<file path="config.mk">
export PLATFORM = sky130hd
export DESIGN_NAME = integration_mult
export DESIGN_NICKNAME = d
export VERILOG_FILES = /design/src/rtl/integration_mult.sv
export SDC_FILE = /design/constraint.sdc
export NUM_CORES = 2
export LEC_CHECK = 0
export CORE_ASPECT_RATIO = 1.4
export CORE_UTILIZATION = 27
export CTS_CLUSTER_DIAMETER = 40
export DETAILED_ROUTE_END_ITERATION = 16
export SYNTH_ARGS = -nofsm -noshare
export SYNTH_HDL_FRONTEND = slang
export SYNTH_SLANG_ARGS = --single-unit
export TNS_END_PERCENT = 20
</file>
<file path="constraint.sdc">
create_clock -name clk -period 20.6 [get_ports clk]
set_input_delay 2.06 -clock clk [delete_from_list [all_inputs] [get_ports clk]]
set_output_delay 2.06 -clock clk [all_outputs]
set_load 0.01 [all_outputs]
</file>
<file path="src/rtl/integration_mult.sv">
// integration_mult: registered signed multiplier with a radix-4 Booth core between input and output registers.
// Ports:
//   a, b       - signed N-bit operands, captured on the rising clk edge when en = 1
//   clk        - single clock, rising-edge
//   reset      - asynchronous active-high reset; clears both register stages
//   en         - enable for both pipeline stages; low freezes the pipeline
//   MulXResult - registered signed 2N-bit product, two enabled edges after capture
module integration_mult #(
    parameter int N = 32
) (
    input  logic signed [N-1:0]   a,
    input  logic signed [N-1:0]   b,
    input  logic                  clk,
    input  logic                  reset,
    input  logic                  en,
    output logic signed [2*N-1:0] MulXResult
);
    localparam int R = N / 2;

    logic signed [N-1:0] a_q, b_q;
    logic [2*N-1:0] p;

    always_ff @(posedge clk or posedge reset) begin
        if (reset) begin
            a_q        <= '0;
            b_q        <= '0;
            MulXResult <= '0;
        end else if (en) begin
            a_q        <= a;
            b_q        <= b;
            MulXResult <= $signed(p);
        end
    end

    // Booth digits come from overlapping bit triplets of b_q with an implied zero below bit 0.
    // Negative digits use one's complement in the row plus a +1 at the row's weight, collected
    // in a separate correction row so no per-row adder is needed.
    always_comb begin
        logic [N:0]     bx;
        logic [2:0]     trip;
        logic           mag1, mag2, neg;
        logic [2*N-1:0] ax, sel, row, nrow, s, c, t;
        bx   = {b_q, 1'b0};
        ax   = {{N{a_q[N-1]}}, a_q};
        nrow = '0;
        s    = '0;
        c    = '0;
        for (int i = 0; i < R; i++) begin
            trip = bx[2*i +: 3];
            mag1 = trip[0] ^ trip[1];
            mag2 = (trip == 3'b011) || (trip == 3'b100);
            neg  = trip[2] & ~(trip[1] & trip[0]);
            sel  = mag2 ? (ax << 1) : (mag1 ? ax : '0);
            row  = (neg ? ~sel : sel) << (2 * i);
            nrow[2*i] = neg;
            // carry-save accumulate: sum and carry vectors stay unresolved until the final add
            t = s ^ c ^ row;
            c = ((s & c) | (s & row) | (c & row)) << 1;
            s = t;
        end
        t = s ^ c ^ nrow;
        c = ((s & c) | (s & nrow) | (c & nrow)) << 1;
        s = t;
        p = s + c;
    end
endmodule

</file>
==> flow_metrics.tcl <==
set metrics [dict create \
    status "finished, final reports clean" \
    fin_nets 4454 \
    chipWidth_um 296 \
    setup_tns_ns 0 \
    cp_common_cell "fa_1" \
    antenna_left 0 \
    clock_latency_ns 0.54 \
    cp_slowest_cell "fa_1" \
    relSlewSlack 0.351 \
    die-height_um 414 \
    h-tree-depth 4 \
    synth_edf_count 0 \
    startpoint_type "flip-flop" \
    clk_pin_slew_ns 0.07 \
    gr-usage-all-layers 0.174 \
    maxCapViolations 0 \
    async_reset_ff_frac 1.00 \
    start_util 0.273 \
    period_needed_ns 12.65 \
    crit_start "b_q[1]$_DFFE_PP0P_" \
    synthesis.area_sq_um 32700 \
    cts_resized 0 \
    cts_hold_buf 0 \
    postSynthCellCount 3756 \
    critPathKind "flip-flop to flip-flop" \
    layout.cells.non_filler 5256 \
    fin_area_sq_um 36100 \
    worst_pin_slew_ns 0.968 \
    diodes 0 \
    hp-class "flip-flop to flip-flop" \
    synth.area.top_cells "fa_1, xnor2_1, ha_1, dfrtp_1, a31oi_1" \
    postCtsSetupBuffers 0 \
    yosysUniqueCellTypes 69 \
    maxSlewViolCount 0 \
    synth_flop_cell "dfrtp_1" \
    grt_pass1_vias 27700 \
    clock_sinks 128 \
    viasPerCell 5.11 \
    worstReg2RegStart "b_q[1]$_DFFE_PP0P_" \
    cts_tree "built" \
    rr_worst_depth 34 \
    ioPinCount 131 \
    dpl.cell_count 5225 \
    routabilityCongestion 0.932 \
    synth_most_common_cell "xnor2_1" \
    seq_area_frac_synth 0.0980 \
    grt-ovfl-total 0 \
    synth_top_area_share 0.286 \
    drive_above_1_share 0.0650 \
    dieArea_sq_um 122000 \
    r2r_setup_slack_ns 7.95 \
    antenna_found_initial 7 \
    preCtsSetupSlack_ns 7.97 \
    fmax_mhz 79.0 \
    port_buffers 130 \
    cts_buffers 17 \
    r2r_end "MulXResult[59]$_DFFE_PP0P_" \
    vias 26900 \
    avgSynthCellArea_sq_um 8.70 \
    worstPathArrival_ns 13.07 \
    worstSetupEndpointType "flip-flop" \
    finalCritPeriodShare 0.614 \
    core_area_sq_um 120000 \
    yosys-top-cells-count "xnor2_1, fa_1, nor2_1" \
    rsz0062_at_grt "no" \
    path_max_fanout 60 \
    wl_per_cell_um 20.0 \
    crit_end "MulXResult[59]$_DFFE_PP0P_" \
    synth_warnings 0 \
    wl_um 105000 \
    row_count 150 \
    grt_max_degree 80 \
    worst_slack_ns 7.95 \
    route.detailed.drc 0 \
    cts-root-buf "clkbuf_16" \
    dp.final_hpwl_um 80200 \
    grt_pass1_wl_um 164000 \
    dpl_cell_area_sq_um 35500 \
    synth_largest_area_cell "fa_1" \
    drtPass1Iterations 6 \
    final-setup-viol-count 0 \
    nFillCells 12600 \
    area_delta_synth_final_pct 10.6 \
    synth_nets 4562 \
    cts_buffer_depth 2 \
    cp.required_ns 21.02 \
    final-hold-violation-count 0 \
    skew_ns 0.0225 \
    drt_first_iter_violations 1862 \
    cp_slowest_stage_delay_ns 0.62 \
    synth_seq_cells 128 \
]
-- area by class of cell --
type	count	area, sq um	area share
multi-input combinational	2972	27200	0.753
clock inverter	10	139	0.00384
tap	1596	2000	0.0553
clock buffer	21	450	0.0125
timing repair buffer	217	1960	0.0541
inverter	312	1180	0.0325
sequential	128	3210	0.0887
-- layout by cell type, fill, tap and decap left out, drive strengths merged, types with 5 or more instances in the layout --
| cell type | count |
|---|---|
| nor2b | 9 |
| mux2 | 71 |
| dfrtp | 128 |
| nor4 | 6 |
| or3 | 5 |
| clkdlybuf4s50 | 129 |
| a31oi | 408 |
| o21bai | 11 |
| xnor2 | 540 |
| fa | 467 |
| clkbuf | 21 |
| a211oi | 7 |
| ha | 272 |
| o21ai | 106 |
| nand3 | 31 |
| buf | 88 |
| nor3 | 14 |
| a21o | 25 |
| mux2i | 16 |
| nor2 | 436 |
| and3 | 82 |
| nand2b | 13 |
| clkinv | 34 |
| a21oi | 200 |
| xor2 | 45 |
| nand2 | 129 |
| o31ai | 13 |
| inv | 284 |
| nand4 | 18 |
-- kinds of logic after synthesis --
kind of cell,Yosys count,synth area share
multiplexers,87,0.0294
XOR/XNOR,585,0.157
AND/OR/NAND/NOR,751,0.100
adder cells (fa/ha/maj),741,0.391
buffers and inverters,656,0.0764
flip-flops,128,0.0980
AO/OA/AOI/OAI,808,0.148
-- per-layer routing --
layer / vias up / part of all wire / global-route usage
met2: 904 / 0.50 / 0.306
met3: 237 / 0.059 / 0.0291
met5: - / 0.00082 / 0
li1: 12300 / - / -
met4: 14 / 0.043 / 0.0822
met1: 13400 / 0.39 / 0.205
-- registers in the layout, summed over array words and instances, names as in the netlist --
| signal | flops |
|---|---|
| b_q | 32 |
| MulXResult | 64 |
| a_q | 32 |
-- per-stage QoR --
stage | utilization | hold slack [ns]
CTS | 0.302 | 0.493
global placement | 0.297 | 0.474
floorplan | - | 0.518
global route | 0.302 | 0.524
finish | 0.302 | 0.492
detailed placement | 0.297 | 0.479
-- how the worst min path moves through the flow --
stage / from / cells after the start / slack, ns / endpoint
after floorplan: MulXResult[20]$_DFFE_PP0P_ / 2 / 0.52 / MulXResult[20]$_DFFE_PP0P_
after global placement: MulXResult[63]$_DFFE_PP0P_ / 2 / 0.47 / MulXResult[63]$_DFFE_PP0P_
after detailed placement: MulXResult[20]$_DFFE_PP0P_ / 2 / 0.48 / MulXResult[20]$_DFFE_PP0P_
after CTS: MulXResult[20]$_DFFE_PP0P_ / 2 / 0.49 / MulXResult[20]$_DFFE_PP0P_
after global routing: MulXResult[54]$_DFFE_PP0P_ / 1 / 0.52 / MulXResult[54]$_DFFE_PP0P_
final: MulXResult[20]$_DFFE_PP0P_ / 2 / 0.49 / MulXResult[20]$_DFFE_PP0P_
-- critical path, delay by kind of cell, from the launching register on --
family	cells	cell delay (ns)
compound gates	3	0.74
xor+xnor	4	1.09
fa+ha+maj	17	8.12
buf+inv	4	1.02
flops	1	0.36
mux	1	0.26
simple gates	5	0.90
Power is left out: the tool's default activity adds up to more than one toggle a clock period on the data nets, which glitch-free logic cannot reach.
